**config.mk**
```make
export PLATFORM = sky130hd
export DESIGN_NAME = param_hex_counter_flat
export DESIGN_NICKNAME = d
export VERILOG_FILES = /design/src/rtl/param_hex_counter_if.sv /design/src/rtl/param_hex_counter.sv /design/src/flat_wrapper.sv
export SDC_FILE = /design/constraint.sdc
export NUM_CORES = 1
export LEC_CHECK = 0
export BUFFER_PORTS_ARGS = -buffer_cell sky130_fd_sc_hd__buf_2
export CAP_MARGIN = 10
export CELL_PAD_IN_SITES_DETAIL_PLACEMENT = 0
export CELL_PAD_IN_SITES_GLOBAL_PLACEMENT = 1
export CORE_UTILIZATION = 31
export DETAILED_ROUTE_END_ITERATION = 7
export PLACE_DENSITY = 0.65
export SYNTH_ARGS = -nofsm -noshare
export SYNTH_HDL_FRONTEND = slang
export SYNTH_SLANG_ARGS = --single-unit
```
**constraint.sdc**
```tcl
create_clock -name Clk -period 2.8 [get_ports Clk]
set_clock_uncertainty 0.15 [all_clocks]
set_input_delay 0.28 -clock Clk [delete_from_list [all_inputs] [get_ports Clk]]
set_output_delay 0.28 -clock Clk [all_outputs]
set_load 0.02 [all_outputs]
```
**src/rtl/param_hex_counter_if.sv**
```systemverilog
// Bus bundle for param_hex_counter: control inputs, count, flags and 7-segment codes.
// The master drives control; the slave (the counter) drives Q, TC, Wrapped and HEX.
interface param_hex_counter_if #(
    parameter int unsigned WIDTH = 8
);
    localparam int unsigned NUM_DIGITS = WIDTH / 4;

    logic                      Enable;
    logic                      Up;
    logic                      Saturate;
    logic                      Load;
    logic [WIDTH-1:0]          LoadValue;
    logic [WIDTH-1:0]          Q;
    logic                      TC;
    logic                      Wrapped;
    logic [7*NUM_DIGITS-1:0]   HEX;

    modport master (
        output Enable, Up, Saturate, Load, LoadValue,
        input  Q, TC, Wrapped, HEX
    );

    modport slave (
        input  Enable, Up, Saturate, Load, LoadValue,
        output Q, TC, Wrapped, HEX
    );
endinterface

```
**src/rtl/param_hex_counter.sv**
```systemverilog
// Parametrised up/down counter with wrap/saturate, load, TC/Wrapped flags and per-nibble
// active-low 7-segment decode. Define COUNTER_PRESCALE_EN to add the PRESCALE step divider.
module param_hex_counter #(
    parameter int unsigned WIDTH    = 8,
    parameter int unsigned MODULUS  = 256,
    parameter int unsigned PRESCALE = 4
) (
    input  logic                   Clk,
    input  logic                   Clear,
    param_hex_counter_if.slave     bus
);
    localparam int unsigned NUM_DIGITS = WIDTH / 4;
    // MODULUS-1 always fits in WIDTH bits, so comparisons never need a wider operand.
    localparam logic [WIDTH-1:0] MAX_Q = WIDTH'(MODULUS - 1);

    if (WIDTH == 0 || (WIDTH % 4) != 0) begin : g_bad_width
        $error("param_hex_counter: WIDTH must be a nonzero multiple of 4");
    end
    if (MODULUS < 2 || 64'(MODULUS) > (64'd1 << WIDTH)) begin : g_bad_modulus
        $error("param_hex_counter: MODULUS must satisfy 2 <= MODULUS <= 2**WIDTH");
    end
    if (PRESCALE < 1) begin : g_bad_prescale
        $error("param_hex_counter: PRESCALE must be >= 1");
    end

    logic [WIDTH-1:0] q;
    logic [WIDTH-1:0] q_next;
    logic             wrapped_q;
    logic             wrap_next;
    logic             tick_c;
    logic             at_max_c;
    logic             at_zero_c;

`ifdef COUNTER_PRESCALE_EN
    localparam int unsigned PS_W = (PRESCALE > 1) ? $clog2(PRESCALE) : 1;
    localparam logic [PS_W-1:0] PS_LAST = PS_W'(PRESCALE - 1);

    logic [PS_W-1:0] prescale;

    assign tick_c = bus.Enable && (prescale == PS_LAST);

    // Prescaler advances only while enabled and restarts on every step, Clear or Load.
    always_ff @(posedge Clk) begin
        if (Clear || bus.Load || tick_c) begin
            prescale <= '0;
        end else if (bus.Enable) begin
            prescale <= prescale + PS_W'(1);
        end
    end
`else
    assign tick_c = bus.Enable;
`endif

    assign at_max_c  = (q == MAX_Q);
    assign at_zero_c = (q == '0);

    // Next count and wrap event for a pending step.
    always_comb begin
        q_next    = q;
        wrap_next = 1'b0;
        if (tick_c) begin
            if (bus.Up) begin
                if (!at_max_c) begin
                    q_next = q + WIDTH'(1);
                end else if (!bus.Saturate) begin
                    q_next    = '0;
                    wrap_next = 1'b1;
                end
            end else begin
                if (!at_zero_c) begin
                    q_next = q - WIDTH'(1);
                end else if (!bus.Saturate) begin
                    q_next    = MAX_Q;
                    wrap_next = 1'b1;
                end
            end
        end
    end

    always_ff @(posedge Clk) begin
        if (Clear) begin
            q         <= '0;
            wrapped_q <= 1'b0;
        end else if (bus.Load) begin
            q         <= (bus.LoadValue > MAX_Q) ? MAX_Q : bus.LoadValue;
            wrapped_q <= 1'b0;
        end else begin
            q         <= q_next;
            wrapped_q <= wrap_next;
        end
    end

    assign bus.Q       = q;
    assign bus.Wrapped = wrapped_q;
    assign bus.TC      = tick_c & ((bus.Up & at_max_c) | (~bus.Up & at_zero_c));

    function automatic logic [6:0] seg7(input logic [3:0] nib);
        logic [6:0] s;
        case (nib)
            4'h0: s = 7'b1000000;
            4'h1: s = 7'b1111001;
            4'h2: s = 7'b0100100;
            4'h3: s = 7'b0110000;
            4'h4: s = 7'b0011001;
            4'h5: s = 7'b0010010;
            4'h6: s = 7'b0000010;
            4'h7: s = 7'b1111000;
            4'h8: s = 7'b0000000;
            4'h9: s = 7'b0010000;
            4'hA: s = 7'b0001000;
            4'hB: s = 7'b0000011;
            4'hC: s = 7'b1000110;
            4'hD: s = 7'b0100001;
            4'hE: s = 7'b0000110;
            default: s = 7'b0001110;
        endcase
        return s;
    endfunction

    for (genvar i = 0; i < NUM_DIGITS; i++) begin : g_digit
        assign bus.HEX[7*i +: 7] = seg7(q[4*i +: 4]);
    end
endmodule

```
**src/flat_wrapper.sv**
```systemverilog
// flat-port wrapper written by rule: the top's interface ports become plain ports
module param_hex_counter_flat 
#(
    parameter int unsigned WIDTH    = 8,
    parameter int unsigned MODULUS  = 256,
    parameter int unsigned PRESCALE = 4
)
  (Clk, Clear, bus_Enable, bus_Up, bus_Saturate, bus_Load, bus_LoadValue, bus_Q, bus_TC, bus_Wrapped, bus_HEX);
  param_hex_counter_if #(.WIDTH(WIDTH)) bus_i ();
  input  logic Clk;
  input  logic Clear;
  input wire logic [$bits(bus_i.Enable)-1:0] bus_Enable;
  input wire logic [$bits(bus_i.Up)-1:0] bus_Up;
  input wire logic [$bits(bus_i.Saturate)-1:0] bus_Saturate;
  input wire logic [$bits(bus_i.Load)-1:0] bus_Load;
  input wire logic [$bits(bus_i.LoadValue)-1:0] bus_LoadValue;
  output wire logic [$bits(bus_i.Q)-1:0] bus_Q;
  output wire logic [$bits(bus_i.TC)-1:0] bus_TC;
  output wire logic [$bits(bus_i.Wrapped)-1:0] bus_Wrapped;
  output wire logic [$bits(bus_i.HEX)-1:0] bus_HEX;
  assign bus_i.Enable = bus_Enable;
  assign bus_i.Up = bus_Up;
  assign bus_i.Saturate = bus_Saturate;
  assign bus_i.Load = bus_Load;
  assign bus_i.LoadValue = bus_LoadValue;
  assign bus_Q = bus_i.Q;
  assign bus_TC = bus_i.TC;
  assign bus_Wrapped = bus_i.Wrapped;
  assign bus_HEX = bus_i.HEX;
  param_hex_counter #(.WIDTH(WIDTH), .MODULUS(MODULUS), .PRESCALE(PRESCALE)) u_core (.Clk(Clk), .Clear(Clear), .bus(bus_i));
endmodule
```
## Word level (Yosys, flattened, before mapping)

Memory sizes are Yosys's and may differ from the RTL's. A register that Yosys moved wholly into a read port is not among the register bits.
Index checks and enable logic that the tools add are counted.

- Reductions and logical operators: 4
- $lt $le $gt $ge: 1
- Add/sub/neg operators: 2
- Bitwise logic cells: 6
- Eq/ne operators: 3
- Mux-type cells: 16

Operators by type and width:

| cell | number |
|---|---|
| 2-to-1 mux 8 bit | 8 |
| 2-to-1 mux 4 bit | 4 |
| adder 8 x 1 -> 8 bit, second input constant | 1 |
| equality test 8 bit, second input constant | 1 |
| greater-than comparator 8 bit, second input constant | 1 |
| zero test 8 bit | 1 |
| != test 4 bit, second input constant | 2 |
| subtractor 8 x 1 -> 8 bit, second input constant | 1 |
| 2-to-1 mux 1 bit | 4 |
| bitwise AND 1 bit | 3 |
| AND reduction 3 bit | 1 |
| OR reduction 3 bit | 1 |
| inverter 1 bit | 2 |
| nonzero test 2 bit | 1 |
| OR 1 bit | 1 |

- Bits in read-only memories: 224
- Register bits after elaboration: 9
- Memories kept: 2

Memory list:

| name | depth | width | read ports | clocked after memory_dff | wr ports | RTL line | source |
|---|---|---|---|---|---|---|---|
| (no name shown) | 16 | 7 | 1 | 1 | 0 | param_hex_counter.sv:99 | `case (nib)` |
| (no name shown) | 16 | 7 | 1 | 1 | 0 | param_hex_counter.sv:99 |  |

## Depth between registers and ports, before layout

- Depth after elaboration: 7
- Gate-level depth with buffers: 13
- Gate-level depth less buffers: 13

## Worst setup path before layout

No wires, ideal clock.

- Kind: flip-flop to flip-flop
- Start point: register u_core.q[0] (netlist: u_core.bus.Q[0])
- End point: register, netlist name u_core.bus.HEX[13]
- Path buffers: 0
- Clock period less this slack: 3.197 ns
- Arrival: 2.912 ns
- Cell stages (with the launch flop): 12
- Setup slack: -0.397 ns
- Setup time: 0.135 ns
- Cells stage by stage: dfxtp_1 > inv_1 > ha_1 > or4b_4 > nor3_4 > o21ai_2 > nand2_1 > o41ai_2 > inv_1 > ha_1 > mux2_1 > o2bb2ai_1

- Cells in the longest elaborated chain, start to end: 7
- Elaborated cells between the ends (all ways): 14

RTL lines:

| element | RTL line | source |
|---|---|---|
| start: declaration | param_hex_counter.sv:26 | `logic [WIDTH-1:0] q;` |
| start signal: assignment | param_hex_counter.sv:85 | `q <= (bus.LoadValue > MAX_Q) ? MAX_Q : bus.LoadValue;` |
| start signal: assignment | param_hex_counter.sv:88 | `q <= q_next;` |
| subtractor 8 x 1 -> 8 bit (tied with other cells) | param_hex_counter.sv:71 | `q_next = q - WIDTH'(1);` |
| 2-to-1 mux 8 bit, on equally long branches | param_hex_counter.sv:70, param_hex_counter.sv:63 |  |
| 2-to-1 mux 8 bit | param_hex_counter.sv:62 | `if (bus.Up) begin` |
| 2-to-1 mux 8 bit | param_hex_counter.sv:61 | `if (tick_c) begin` |
| 2-to-1 mux 8 bit | param_hex_counter.sv:84 | `end else if (bus.Load) begin` |
| 2-to-1 mux 4 bit (no line) (*) (2 in a row) | n/a |  |

Mark *: on every way between the ends. The rest lies on a longest branch, timed or not. The select of a mux whose other input is x is not followed.
A chain may end at the register's enable or synchronous reset.

## Worst setup path in the final report

- Start point: register u_core.q[0] (netlist: u_core.bus.Q[0])
- End point: register, netlist name u_core.bus.HEX[3]

- Cells in the longest elaborated chain, start to end: 7
- Elaborated cells between the ends (all ways): 14

RTL lines:

| element | RTL line |
|---|---|
| subtractor 8 x 1 -> 8 bit (tied with other cells) | param_hex_counter.sv:71 |
| 2-to-1 mux 8 bit, on equally long branches | param_hex_counter.sv:70, param_hex_counter.sv:63 |
| 2-to-1 mux 8 bit | param_hex_counter.sv:62 |
| 2-to-1 mux 8 bit | param_hex_counter.sv:61 |
| 2-to-1 mux 8 bit | param_hex_counter.sv:84 |
| 2-to-1 mux 4 bit (no line) (*) (2 in a row) | n/a |

Marks and branches as above.

==> impl_metrics.toml <==
[timing]
min_period_ps = 2890
rsz0062_at_grt = "yes"
fin_crit_sh_pct = 103
hold_viol_final = 0
setup-violations-final = 9
setup_tns_ps = -410
slew_viol_final = 0
maxSlewHeadroom_pct = 63.2
worst_slack_ps = -92.1
tightestPinTransition_ps = 544
worst_hold_slack_ps = 122
clock.fmax_mhz = 346

[power]
p_clk_share_pct = 19.1
p_sw_mw = 0.415
swShare_pct = 36.7
pwr_density_cell_mw_per_mm2 = 391
vdd_drop_max_v = 0.000241
seqPwrFrac_pct = 34.0
leakage_nw = 1.19
p_int_mw = 0.715
total_power_mw = 1.13
pwr-share-comb_pct = 46.8

[clock_network]
cts_made_buffers = 3
cts_sinks = 23
cts_buffer_depth = 2
ctsHoldBuffers = 0
cts.clk_slew.worst_paths_ps = 90
tritoncts = "yes"
htree_levels = 1
clockRootBuffer = "clkbuf_8"
insertion_delay_ps = 270

[finish]
stdcell_count = 365
final_cell_mix = "buf_4 (53), buf_2 (37), dfxtp_1 (20)"
antenna-diode-count = 0
nets = 322
finish.utilization_pct = 51.2
drive_above_1_share_pct = 57.0
final_common_cell = "buf_4"
area_growth_pct = 55.2
fin_area_mm2 = 0.00289

[run_status]
outcome = "complete, but fails checks"
violations = "negative setup slack"

[drt]
antenna_left = 0
vias = 1895
routed_wl_um = 5450
wl_per_cell_um = 14.9
firstDrtPassIters = 4
drc = 0
drt_iter0_drc = 50
vias_per_cell = 5.19

[place]
dpl_cell_area_mm2 = 0.00247
dp.cells = 348
port_buffers = 37
post-place-ws_ps = -76.6
dp.final_hpwl_um = 4010
gp_congestion = 0.843

[synthesis]
synth_area_mm2 = 0.00186
yosys.area_share.adder_pct = 9.42
seq_area_frac_synth_pct = 24.8
ys_async_sr_fraction_pct = 0
syn_avg_cell_area_um2 = 9.16
synth_mux_area_share_pct = 8.01
syn_nets = 231
synth_top_family_by_area = "compound AO/OA/AOI/OAI gates"
synth_edf_count = 0
yosys.area_share.simple_pct = 20.7
synth_xor_area_share_pct = 1.41
syn_inst = 203
synthFlopType = "dfxtp_1"
ys_types = 65
synth_compound_area_share_pct = 28.3
yosys_warnings = 0
ys_seq_elements = 23

[global_route]
grt_pass1_vias = 1751
grt_pass1_wl_um = 8390
antenna_found_initial = 0
track_usage_pct = 16.9
grt_overflow = 0
grt_max_degree = 14

[die]
pin_count = 38
die_w_um = 79.4
die_area_mm2 = 0.00631
core_mm2 = 0.00564
rows = 27
start_util_pct = 33.0
fp.dieH_um = 79.4

[min_path]
hold_depth = 2
hold_class = "in2reg"

[setup_path]
end_kind = "flip-flop"
required_ps = 2820
crit_arrival_ps = 2910
timing.reg2reg.worst_path_depth = 11
worst_setup_path_start_kind = "flip-flop"
cp_max_fo = 6
criticalPathCategory = "reg2reg"

[job]
cap_violations = 0
[cell usage after synthesis (4+ instances only)]
cell,count,area (um2)
dfxtp_1,23,460
nor3b_1,8,60.1
ha_1,14,175
nand3_1,5,25.0
clkbuf_1,5,18.8
a21oi_1,8,40.0
buf_6,4,45.0
inv_1,14,52.6
nand2b_1,4,25.0
nor2_1,11,41.3
nand2_1,10,37.5
mux2i_1,10,100
o21ai_0,10,50.1
[repair_timing]
item | CTS | global route
cloned | 1 | 0
buffers inserted | 5 | 8
pin swaps | 6 | 12
endpoints found under the setup margin | 10 | 14
gates resized for setup | 26 | 30
[worst max-delay path, stage by stage, from the launching register on]
cell and delay (ps):
dfxtp_4 360, buf_4 150, ha_2 180, nand4_1 210, nor2_4 80, o21a_4 250, or4_4 540, a31oi_4 200
inv_2 90, ha_1 320, mux2i_1 150, mux2i_1 100
[worst paths after layout]
path	startpoint	end	slack, ps
worst min register to register	u_core.bus.Q[5]	u_core.bus.Q[5]	670
worst max register to register	u_core.bus.Q[0]	u_core.bus.HEX[3]	-90
worst min-delay path	bus_Saturate	u_core.bus.Wrapped	120
worst max-delay path	u_core.bus.Q[0]	u_core.bus.HEX[3]	-90
[layer usage]
metal  vias to the layer above  global-route usage (%)  wire [um]
li1                        948                       -          -
met2                        48                    28.5       2650
met4                         0                    6.00         75
met1                       892                    22.2       2510
met3                         7                    1.71        209
met5                         -                       0          0
[power by group through the flow]
| stage | combinational (mW) | sequential, mW | clock [mW] |
|---|---|---|---|
| after global placement | 0.456 | 0.391 | 0 |
| final | 0.529 | 0.384 | 0.216 |
| after floorplan | 0.235 | 0.442 | 0 |
| after detailed placement | 0.453 | 0.390 | 0 |
| after global routing | 0.569 | 0.388 | 0.229 |
| after CTS | 0.482 | 0.384 | 0.221 |
[final cells by class]
cell class / instances / area [um2]
tap: 72 / 90.1
clock inverter: 1 / 5.00
sequential: 23 / 469
clock buffer: 3 / 41.3
inverter: 15 / 61.3
fill: 529 / 2760
multi-input combinational: 153 / 1540
timing repair buffer: 98 / 682
[cells by family after synthesis]
kind of cell	count (synthesis)
fa+ha+maj	14
xor+xnor	3
flops	23
simple gates	62
mux	14
buf+inv	28
compound gates	59
[state kept, by name (all words and copies together) (netlist names)]
register            cells
u_core.bus.Wrapped      1
u_core.bus.Q            8
u_core.bus.HEX         14
No activity file was read; power rests on OpenSTA's default activity.
